--- src/rtl/dav_arbiter_3_pkg.sv ---
// Shared definitions for the three-channel dav_/rfd arbiter.
package dav_arbiter_3_pkg;

    localparam int unsigned DefaultWidth = 8;

    typedef enum logic [1:0] {
        StIdle    = 2'd0,
        StOffer   = 2'd1,
        StHandoff = 2'd2,
        StClose   = 2'd3
    } state_e;

    localparam logic [1:0] Chan0    = 2'd0;
    localparam logic [1:0] Chan1    = 2'd1;
    localparam logic [1:0] Chan2    = 2'd2;
    localparam logic [1:0] PtrReset = Chan2;

    // Successor of a channel in round-robin order (mod 3).
    function automatic logic [1:0] next_chan(input logic [1:0] c);
        logic [1:0] n;
        case (c)
            Chan0:   n = Chan1;
            Chan1:   n = Chan2;
            default: n = Chan0;
        endcase
        return n;
    endfunction

    // One-hot decode of a channel code; code 3 decodes to nothing.
    function automatic logic [2:0] chan_onehot(input logic [1:0] c);
        logic [2:0] oh;
        case (c)
            Chan0:   oh = 3'b001;
            Chan1:   oh = 3'b010;
            Chan2:   oh = 3'b100;
            default: oh = 3'b000;
        endcase
        return oh;
    endfunction

endpackage

--- src/rtl/dav_arbiter_3_rr_select_3.sv ---
// Combinational round-robin selector: searches ptr+1, ptr+2, ptr+3 (mod 3).
module rr_select_3
    import dav_arbiter_3_pkg::*;
(
    input  logic [2:0] req,
    input  logic [1:0] ptr,
    output logic [1:0] grant,
    output logic       valid
);

    logic [1:0] cand1;
    logic [1:0] cand2;
    logic [1:0] cand3;

    assign cand1 = next_chan(ptr);
    assign cand2 = next_chan(cand1);
    assign cand3 = next_chan(cand2);

    // First requesting candidate in search order wins.
    always_comb begin
        grant = Chan0;
        valid = 1'b0;
        if (|(req & chan_onehot(cand1))) begin
            grant = cand1;
            valid = 1'b1;
        end else if (|(req & chan_onehot(cand2))) begin
            grant = cand2;
            valid = 1'b1;
        end else if (|(req & chan_onehot(cand3))) begin
            grant = cand3;
            valid = 1'b1;
        end
    end

endmodule

--- src/rtl/dav_arbiter_3.sv ---
// Three-to-one round-robin arbiter for the dav_/rfd handshake with transfer counter.
module dav_arbiter_3
    import dav_arbiter_3_pkg::*;
#(
    parameter int unsigned W = DefaultWidth
) (
    input  logic         clock,
    input  logic         reset_,
    input  logic         dav1_,
    input  logic         dav2_,
    input  logic         dav3_,
    input  logic [W-1:0] data1,
    input  logic [W-1:0] data2,
    input  logic [W-1:0] data3,
    output logic         rfd1,
    output logic         rfd2,
    output logic         rfd3,
    input  logic         rfd,
    output logic         dav_,
    output logic [W-1:0] data,
    output logic [1:0]   chan,
    output logic [7:0]   xfer_count
);

    state_e       state_q, state_d;
    logic [1:0]   ptr_q, ptr_d;
    logic [W-1:0] data_q, data_d;
    logic [1:0]   chan_q, chan_d;
    logic         dav_q, dav_d;
    logic [2:0]   rfd_q, rfd_d;
    logic [7:0]   count_q, count_d;

    logic [2:0]   dav_vec;
    logic [2:0]   grant_oh;
    logic [1:0]   grant;
    logic         grant_valid;
    logic [W-1:0] grant_data;

    assign dav_vec  = {dav3_, dav2_, dav1_};
    assign grant_oh = chan_onehot(chan_q);

    rr_select_3 u_rr_select (
        .req   (~dav_vec),
        .ptr   (ptr_q),
        .grant (grant),
        .valid (grant_valid)
    );

    // Data of the channel the selector currently picks.
    always_comb begin
        case (grant)
            Chan0:   grant_data = data1;
            Chan1:   grant_data = data2;
            default: grant_data = data3;
        endcase
    end

    // Handshake FSM: grant, offer to consumer, ack producer, wait for consumer release.
    always_comb begin
        state_d = state_q;
        ptr_d   = ptr_q;
        data_d  = data_q;
        chan_d  = chan_q;
        dav_d   = dav_q;
        rfd_d   = rfd_q;
        count_d = count_q;
        unique case (state_q)
            StIdle: begin
                if (rfd && grant_valid) begin
                    data_d  = grant_data;
                    chan_d  = grant;
                    dav_d   = 1'b0;
                    state_d = StOffer;
                end
            end
            StOffer: begin
                if (!rfd) begin
                    dav_d   = 1'b1;
                    rfd_d   = rfd_q & ~grant_oh;
                    state_d = StHandoff;
                end
            end
            StHandoff: begin
                // Producer has withdrawn its datum; the transfer is complete.
                if (|(dav_vec & grant_oh)) begin
                    rfd_d   = rfd_q | grant_oh;
                    ptr_d   = chan_q;
                    count_d = count_q + 8'd1;
                    state_d = StClose;
                end
            end
            StClose: begin
                if (rfd) begin
                    state_d = StIdle;
                end
            end
            default: state_d = StIdle;
        endcase
    end

    // State and output registers.
    always_ff @(posedge clock or negedge reset_) begin
        if (!reset_) begin
            state_q <= StIdle;
            ptr_q   <= PtrReset;
            data_q  <= '0;
            chan_q  <= Chan0;
            dav_q   <= 1'b1;
            rfd_q   <= 3'b111;
            count_q <= 8'd0;
        end else begin
            state_q <= state_d;
            ptr_q   <= ptr_d;
            data_q  <= data_d;
            chan_q  <= chan_d;
            dav_q   <= dav_d;
            rfd_q   <= rfd_d;
            count_q <= count_d;
        end
    end

    assign dav_       = dav_q;
    assign data       = data_q;
    assign chan       = chan_q;
    assign rfd1       = rfd_q[0];
    assign rfd2       = rfd_q[1];
    assign rfd3       = rfd_q[2];
    assign xfer_count = count_q;

endmodule

--- config.mk ---
export PLATFORM = sky130hd
export DESIGN_NAME = dav_arbiter_3
export DESIGN_NICKNAME = d
export VERILOG_FILES = /design/src/rtl/dav_arbiter_3_pkg.sv /design/src/rtl/dav_arbiter_3_rr_select_3.sv /design/src/rtl/dav_arbiter_3.sv
export SDC_FILE = /design/constraint.sdc
export NUM_CORES = 1
export LEC_CHECK = 0
export BUFFER_PORTS_ARGS = -buffer_cell sky130_fd_sc_hd__buf_2
export CAP_MARGIN = 15
export CORE_ASPECT_RATIO = 0.9
export CORE_MARGIN = 2
export CORE_UTILIZATION = 44
export CTS_CLUSTER_DIAMETER = 60
export CTS_CLUSTER_SIZE = 14
export DETAILED_ROUTE_END_ITERATION = 10
export PLACE_DENSITY = 0.75
export SYNTH_ARGS = -nofsm -noshare
export SYNTH_HDL_FRONTEND = slang
export SYNTH_SLANG_ARGS = --single-unit
--- constraint.sdc ---
create_clock -name clock -period 1.9 [get_ports clock]
set_input_delay 0.285 -clock clock [delete_from_list [all_inputs] [get_ports clock]]
set_output_delay 0.285 -clock clock [all_outputs]
set_load 0.05 [all_outputs]
==> results by group, run 1 <==
Status
  • Status: finished clean

Job
  • MaxCap Viol Count: 0

Power
  • PD cells: 1900 nW/um2
  • Power Total: approximately 3500 uW
  • Peak supply drop: 0.939 mV
  • LEAKAGE: 0.000871 uW

Placed design
  • Port Buf Inserts: 51
  • Placed Instances: around 230
  • Hpwl dp: 2.44 mm
  • Final RePlAce weighted congestion: a little under 0.8

Clock network
  • CTS Root Cell: clkbuf_4
  • Clock Sink Count: 26
  • CTS Buffer Depth: 2
  • CTS tree: yes
  • H-Tree Depth: 1
  • Worst-skew pair later-pin latency: 0.33 ns
  • Worst-path clk slew: 0.14 ns
  • CTS buffer count: 3

Critical path
  • Startpoint Class: flip-flop
  • Worst path cell trace: inv_2 > ha_2 > and2_1 > a31o_1 > a2111oi_4 > mux2_4
  • CP max stage cell: dfrtp_1
  • Critical path's largest stage delay: 0.39 ns
  • Crit end category: flip-flop
  • CP startpoint: state_q[1]
  • Largest fanout on the critical path: 3
  • Critical Path AT: 2.08 ns
  • Critical path class: flip-flop to flip-flop
  • Req. time, crit path: around 2.1 ns
  • CP top delay family: compound AO/OA/AOI/OAI gates
  • Reg2reg start: state_q[1]
  • CP Buf/Inv Count: 1

Timing
  • Fin. Hold Viols: 0
  • Setup-failing EPs final: 0
  • Clock skew: 0.00330 ns
  • Max-slew headroom: 52.4%
  • Final Max Tran Viols: 0
  • Tmin final: approximately 1.8 ns
  • Slew @ Worst Pin: 0.715 ns
  • FMAX: about 0.54 GHz
  • Final period util: between 90% and 100%
  • Fin Hold WS: 0.184 ns

Worst hold path
  • Start point of the worst hold path: rfd
  • Worst Hold Class: input port to flip-flop

Floorplanning
  • Initial Util: 46.3%
  • Core area: 3040 um2
  • Die Ht: 57.7 um
  • # IOs: 52
  • Die W: 63.6 um
  • Die area: 3670 um2
  • Std-Cell Rows: 19

Synthesis
  • Syn avg cell area: just over 10 um2
  • Synth area leader: dfrtp_1
  • Syn Nets: between 150 and 200
  • Post-Syn Instances: 140
  • Cell variety after synth: 33
  • Top-area cell type share of the netlist area: around 37%
  • Post-synth EDFFs: 0
  • Synth Cell Area: 1410 um2
  • Primary FF master, synth: dfrtp_1
  • Yosys warns: 0
  • Top cells by area, synth: dfrtp_1, dfstp_2, ha_1
  • Register area share after synthesis: between 40% and 50%
  • Async SR Flop Fraction: 100%
  • Yosys reg bits: 26

Routing
  • Routed wire length: 3.42 mm
  • Post-route ant nets: 0
  • DR vias: between 1000 and 1500
  • WL/cell: 14.2 um
  • Detailed router's first-iteration violation count: 38
  • Via/cell ratio: 5.42
  • DRT Pass-1 Iters: 4
  • # DRC: 0

Global route
  • All-Layer GR Usage: between 10% and 20%
  • Antenna violations before repair: 0
  • Pin count of the biggest net entering global routing: 27
  • GR Overflow Total: 0
  • Vias in the first global route: 1219
  • First-pass GRT wire length: 5.67 mm

Finish
  • Nets: 236
  • Fin cells: 241
  • Diode count: 0
  • Share of cells above drive strength 1: 40.2%
  • Reg area: 658 um2
  • Multi-input logic area: 718 um2
  • Area Overhead vs Synth: 30.0%
  • Layout fillers: 303
-- worst reg2reg max path, delay by kind of cell (launching register included) --
| family | cells | cell delay [ns] |
|---|---|---|
| AO/OA/AOI/OAI | 2 | 0.61 |
| adder cells (fa/ha/maj) | 1 | 0.18 |
| buffers and inverters | 1 | 0.07 |
| flip-flops | 1 | 0.39 |
| multiplexers | 1 | 0.34 |
| AND/OR/NAND/NOR | 1 | 0.16 |
-- stage by stage --
step	utilization, %	setup WS (ns)	TNS [ns]	area, um2
final	60.1	0.0526	0	1830
after detailed placement	56.7	-0.0418	-0.0418	1730
after global placement	56.7	0.0721	0	1730
after CTS	59.1	0.00710	0	1800
after global routing	60.1	-0.00224	-0.00224	1830
after floorplan	-	0.0243	0	1410
-- power breakdown --
group | switching [uW] | leakage, uW | total (uW) | internal, uW
clock | 171 | 0.0000279 | 384 | 213
sequential | 214 | 0.000306 | 1040 | 825
combinational | 1340 | 0.000537 | 2050 | 710
-- layer usage --
metal / part of all wire (%) / routed length (um) / global-route usage, %
met3: 6.3 / 215 / 4.47
met1: 44 / 1490 / 25.5
met5: 0 / 0 / 0
met2: 49 / 1670 / 33.7
met4: 1.3 / 43 / 6.21
-- synthesized netlist by cell type, types with 2 or more instances --
library cell  instances
inv_1                 6
buf_2                 2
dfstp_2               5
nor2_1               12
dfrtp_1              21
a31oi_1               9
a21oi_1              10
nand3_1               6
clkbuf_1              2
ha_1                  6
and3_1                4
and4_1                2
mux2_2                3
nand2_1              15
o21ai_0               3
mux2i_1               2
xnor2_1               7
nand4_1               2
and2_1                2
a22oi_1               8
-- what timing repair did --
item	in CTS	in global routing
setup buffers	1	2
hold endpoints to repair	21	0
hold buffers	1	0
pin swaps	1	1
endpoints found under the setup margin	1	1
gates resized for setup	2	3
-- logic make-up (layout without fill, tap and decap cells) --
kind of cell	after synthesis	after routing	synth area share (%)
multiplexers	7	7	5.60
buffers and inverters	11	70	3.64
adder cells (fa/ha/maj)	6	6	5.33
flip-flops	26	26	46.7
AND/OR/NAND/NOR	45	45	15.6
XOR/XNOR	7	7	4.36
AO/OA/AOI/OAI	38	38	18.8
-- area by class of cell --
type	instances	share of cell area (%)
inverter	6	1.23
tap	42	2.87
clock inverter	1	1.64
clock buffer	3	1.23
timing repair buffer	60	17.8
sequential	26	36.0
multi-input combinational	103	39.3
-- cell usage in the layout, fill, tap and decap left out, drive strengths merged, types with 2 or more instances in the layout --
cell     count
buf         59
dfrtp       21
nand2       15
nor2        12
a21oi       10
a31oi        9
a22oi        8
xnor2        7
nand3        6
inv          6
ha           6
dfstp        5
and3         4
o21ai        4
mux2         4
clkbuf       3
mux2i        3
and2         2
and4         2
nand4        2
a2111oi      2
-- path summary, 6_finish.rpt --
| check | endpoint | slack (ns) | cells after the start |
|---|---|---|---|
| min in group asynchronous | xfer_count[7] | 0.46 | 2 |
| setup reg to reg | state_q[1] | 0.05 | 6 |
| setup / recovery | state_q[1] | 0.05 | 6 |
| max in group asynchronous | chan[0] | 1.03 | 2 |
| hold / removal | dav_ | 0.18 | 2 |
| hold reg to reg | xfer_count[7] | 0.48 | 1 |
Note: power is estimated with default switching activity, not from simulation.
==> run 2, diff against run 1 <==
--- a/config.mk
+++ b/config.mk
@@ -7,7 +7,7 @@
 export LEC_CHECK = 0
 export BUFFER_PORTS_ARGS = -buffer_cell sky130_fd_sc_hd__buf_2
 export CAP_MARGIN = 15
-export CORE_ASPECT_RATIO = 0.9
+export CORE_ASPECT_RATIO = 1.5
 export CORE_MARGIN = 2
 export CORE_UTILIZATION = 44
 export CTS_CLUSTER_DIAMETER = 60
==> constraint.sdc (replaced) <==
create_clock -name clock -period 1.54 [get_ports clock]
set_input_delay 0.231 -clock clock [delete_from_list [all_inputs] [get_ports clock]]
set_output_delay 0.231 -clock clock [all_outputs]
set_load 0.05 [all_outputs]
==> run 2 against run 1 <==
The flow now finishes with violations (setup timing). Global-route usage rose by 0.88 points. Critical path depth fell by 1. Die area rose by 0.23%. Maximum frequency rose by 9.6%. Register-to-register slack got worse by 0.20 ns. Via count rose by 4.1%. Clock power rose by 14%. Sequential share of layout area fell by 4.7 points. Critical endpoint unchanged. Largest cell class unchanged.
==> results by group, run 2 (same netlist as run 1, synthesis figures left out) <==
Critical path
  • Largest fanout on the critical path: 3 (unchanged)
  • CP Buf/Inv Count: 1 (unchanged)
  • Req. time, crit path: 1.69 ns (-0.44 ns)
  • Critical Path AT: 1.84 ns (-0.24 ns)
  • Worst path cell trace: buf_6 > ha_4 > and3_4 > a2111oi_4 > mux2_4
  • Worst path depth: 5 (-1)
  • Startpoint Class: flip-flop
  • Critical path's largest stage delay: 0.42 ns (+0.03 ns)
  • CP top delay family: flip-flops
  • Crit end category: flip-flop
  • CP max stage cell: dfrtp_1
  • Critical path class: flip-flop to flip-flop
  • Reg2Reg Depth: 5 (-1)

Finish
  • Reg area: 659 um2 (+0.19%)
  • Post-layout util: 68.0% (+7.9 points)
  • Diode count: 0 (unchanged)
  • Layout fillers: 235 (-22%)
  • Area Overhead vs Synth: 49.7%
  • Design Area, Final: 2110 um2 (+15%)
  • Multi-input logic area: 805 um2 (+12%)
  • Commonest non-fill, non-tap cell in the layout: buf_2
  • Share of cells above drive strength 1: 52.3% (+12 points)
  • Fin cells: 258 (+7.1%)
  • Nets: 255 (+8.1%)
  • Most frequent cells in the layout: buf_2, buf_4, dfrtp_1, nand2_1, nor2_1

Placed design
  • Placed Instances: 248 (+6.4%)
  • DP Area: 1850 um2 (+7.5%)
  • Worst slack at placement: -0.264 ns (-0.223 ns)
  • Port Buf Inserts: 51 (unchanged)
  • Final RePlAce weighted congestion: 0.782 (-0.90%)
  • Hpwl dp: 2.52 mm (+3.0%)

Worst hold path
  • Hold depth: 3 (+1)
  • Worst Hold Class: input port to flip-flop

Global route
  • First-pass GRT wire length: 5.94 mm (+4.7%)
  • Antenna violations before repair: 0 (unchanged)
  • Vias in the first global route: 1385 (+14%)
  • Pin count of the biggest net entering global routing: 27 (unchanged)
  • All-Layer GR Usage: 20.7% (+0.88 points)
  • GR Overflow Total: 0 (unchanged)

Routing
  • # DRC: 0 (unchanged)
  • Routed wire length: 3.56 mm (+3.9%)
  • WL/cell: 13.8 um (-2.9%)
  • Post-route ant nets: 0 (unchanged)
  • Via/cell ratio: 5.27 (-2.8%)
  • Detailed router's first-iteration violation count: 22 (-42%)
  • DR vias: 1359 (+4.1%)
  • DRT Pass-1 Iters: 4 (unchanged)

Timing
  • Setup-failing EPs final: 4 (+4)
  • Final WS setup: -0.146 ns (-0.198 ns)
  • Tmin final: 1.69 ns (-0.162 ns)
  • Max-slew headroom: 60.7% (+8.3 points)
  • Final period util: 109% (+12 points)
  • RSZ-0062 raised after global routing: yes
  • Final Max Tran Viols: 0 (unchanged)
  • Fin. Hold Viols: 0 (unchanged)
  • Slew @ Worst Pin: 0.590 ns (-0.125 ns)
  • FMAX: 0.593 GHz (+9.6%)
  • Clock skew: 0.00610 ns (+0.00280 ns)

Floorplanning
  • Die area: 3680 um2 (+0.23%)
  • Std-Cell Rows: 25 (+6)
  • # IOs: 52 (unchanged)
  • Die Ht: 73.3 um (+27%)
  • Die W: 50.2 um (-21%)
  • Core area: 3100 um2 (+1.8%)
  • Initial Util: 45.5% (-0.80 points)

Power
  • Peak supply drop: 1.47 mV (+57%)
  • Power Total: 4800 uW (+38%)
  • PD cells: 2280 nW/um2 (+20%)
  • LEAKAGE: 0.000988 uW (+13%)

Status
  • Status: complete, but fails checks
  • Violated checks: setup timing

Clock network
  • CTS Root Cell: clkbuf_8
  • CTS Buffer Depth: 2 (unchanged)
  • CTS buffer count: 3 (unchanged)
  • Worst-skew pair later-pin latency: 0.27 ns (-0.06 ns)
  • Worst-path clk slew: 0.09 ns (-0.05 ns)
  • Clock Sink Count: 26 (unchanged)
  • H-Tree Depth: 1 (unchanged)
  • CTS tree: yes

Job
  • MaxCap Viol Count: 0 (unchanged)
## run 2: cell types whose count changed in the layout (fill, tap and decap cells not counted), moves of 3 or more
cell,change
buf_4,+12
buf_6,+4
ha_4,+3
inv_2,+3
inv_1,-3
clkbuf_4,-3
clkbuf_8,+4
## run 2: timing repair
item | 4_1_cts | 5_1_grt
hold endpoints to repair | 21 | 0
resized for setup | 20 | 13
buffers inserted | 3 | 1
cloned | 0 | 1
hold buffers | 1 | 0
pin swaps | 2 | 2
setup endpoints to repair | 15 | 21
## run 2: cell type report
class | instances | area share [%]
multi-input combinational | 103 | 38.2
sequential | 26 | 31.3
timing repair buffer | 79 | 24.5
clock buffer | 4 | 2.61
tap | 40 | 2.38
inverter | 6 | 1.07
## run 2: power by group
part	switching (uW)	total [uW]	internal [uW]	leakage, uW
Combinational	1820	3070	1250	0.000655
Clock	211	439	228	0.0000288
Sequential	263	1290	1020	0.000305
## run 2: worst reg2reg max path, delay by kind of cell, from the launching register on
| kind | cells | cell delay [ns] |
|---|---|---|
| AO/OA/AOI/OAI | 1 | 0.36 |
| adder cells (fa/ha/maj) | 1 | 0.16 |
| buffers and inverters | 1 | 0.14 |
| flip-flops | 1 | 0.42 |
| multiplexers | 1 | 0.34 |
| AND/OR/NAND/NOR | 1 | 0.17 |
## run 2: metal layers
layer,wire length [um],vias up,track usage (%)
met1,1450,646,23.5
met2,1900,53,38.9
li1,-,658,-
met4,24,0,6.79
met5,0,-,0
met3,190,2,3.05
## run 2: final timing paths
| kind | from | end | slack [ns] |
|---|---|---|---|
| min in group asynchronous | reset_ | xfer_count[6] | 0.49 |
| setup / recovery | state_q[1] | state_q[1] | -0.15 |
| setup reg to reg | state_q[1] | state_q[1] | -0.15 |
| hold / removal | data3[1] | data[1] | 0.20 |
| hold reg to reg | xfer_count[7] | xfer_count[7] | 0.47 |
| max in group asynchronous | reset_ | chan[1] | 0.63 |
## run 2: through the flow
step | TNS (ns) | hold WS, ns
final | -0.386 | 0.199
after global routing | -0.794 | 0.196
after CTS | -0.327 | 0.198
after detailed placement | -0.837 | 0.272
after global placement | -0.382 | 0.263
after floorplan | -0.684 | -0.0646
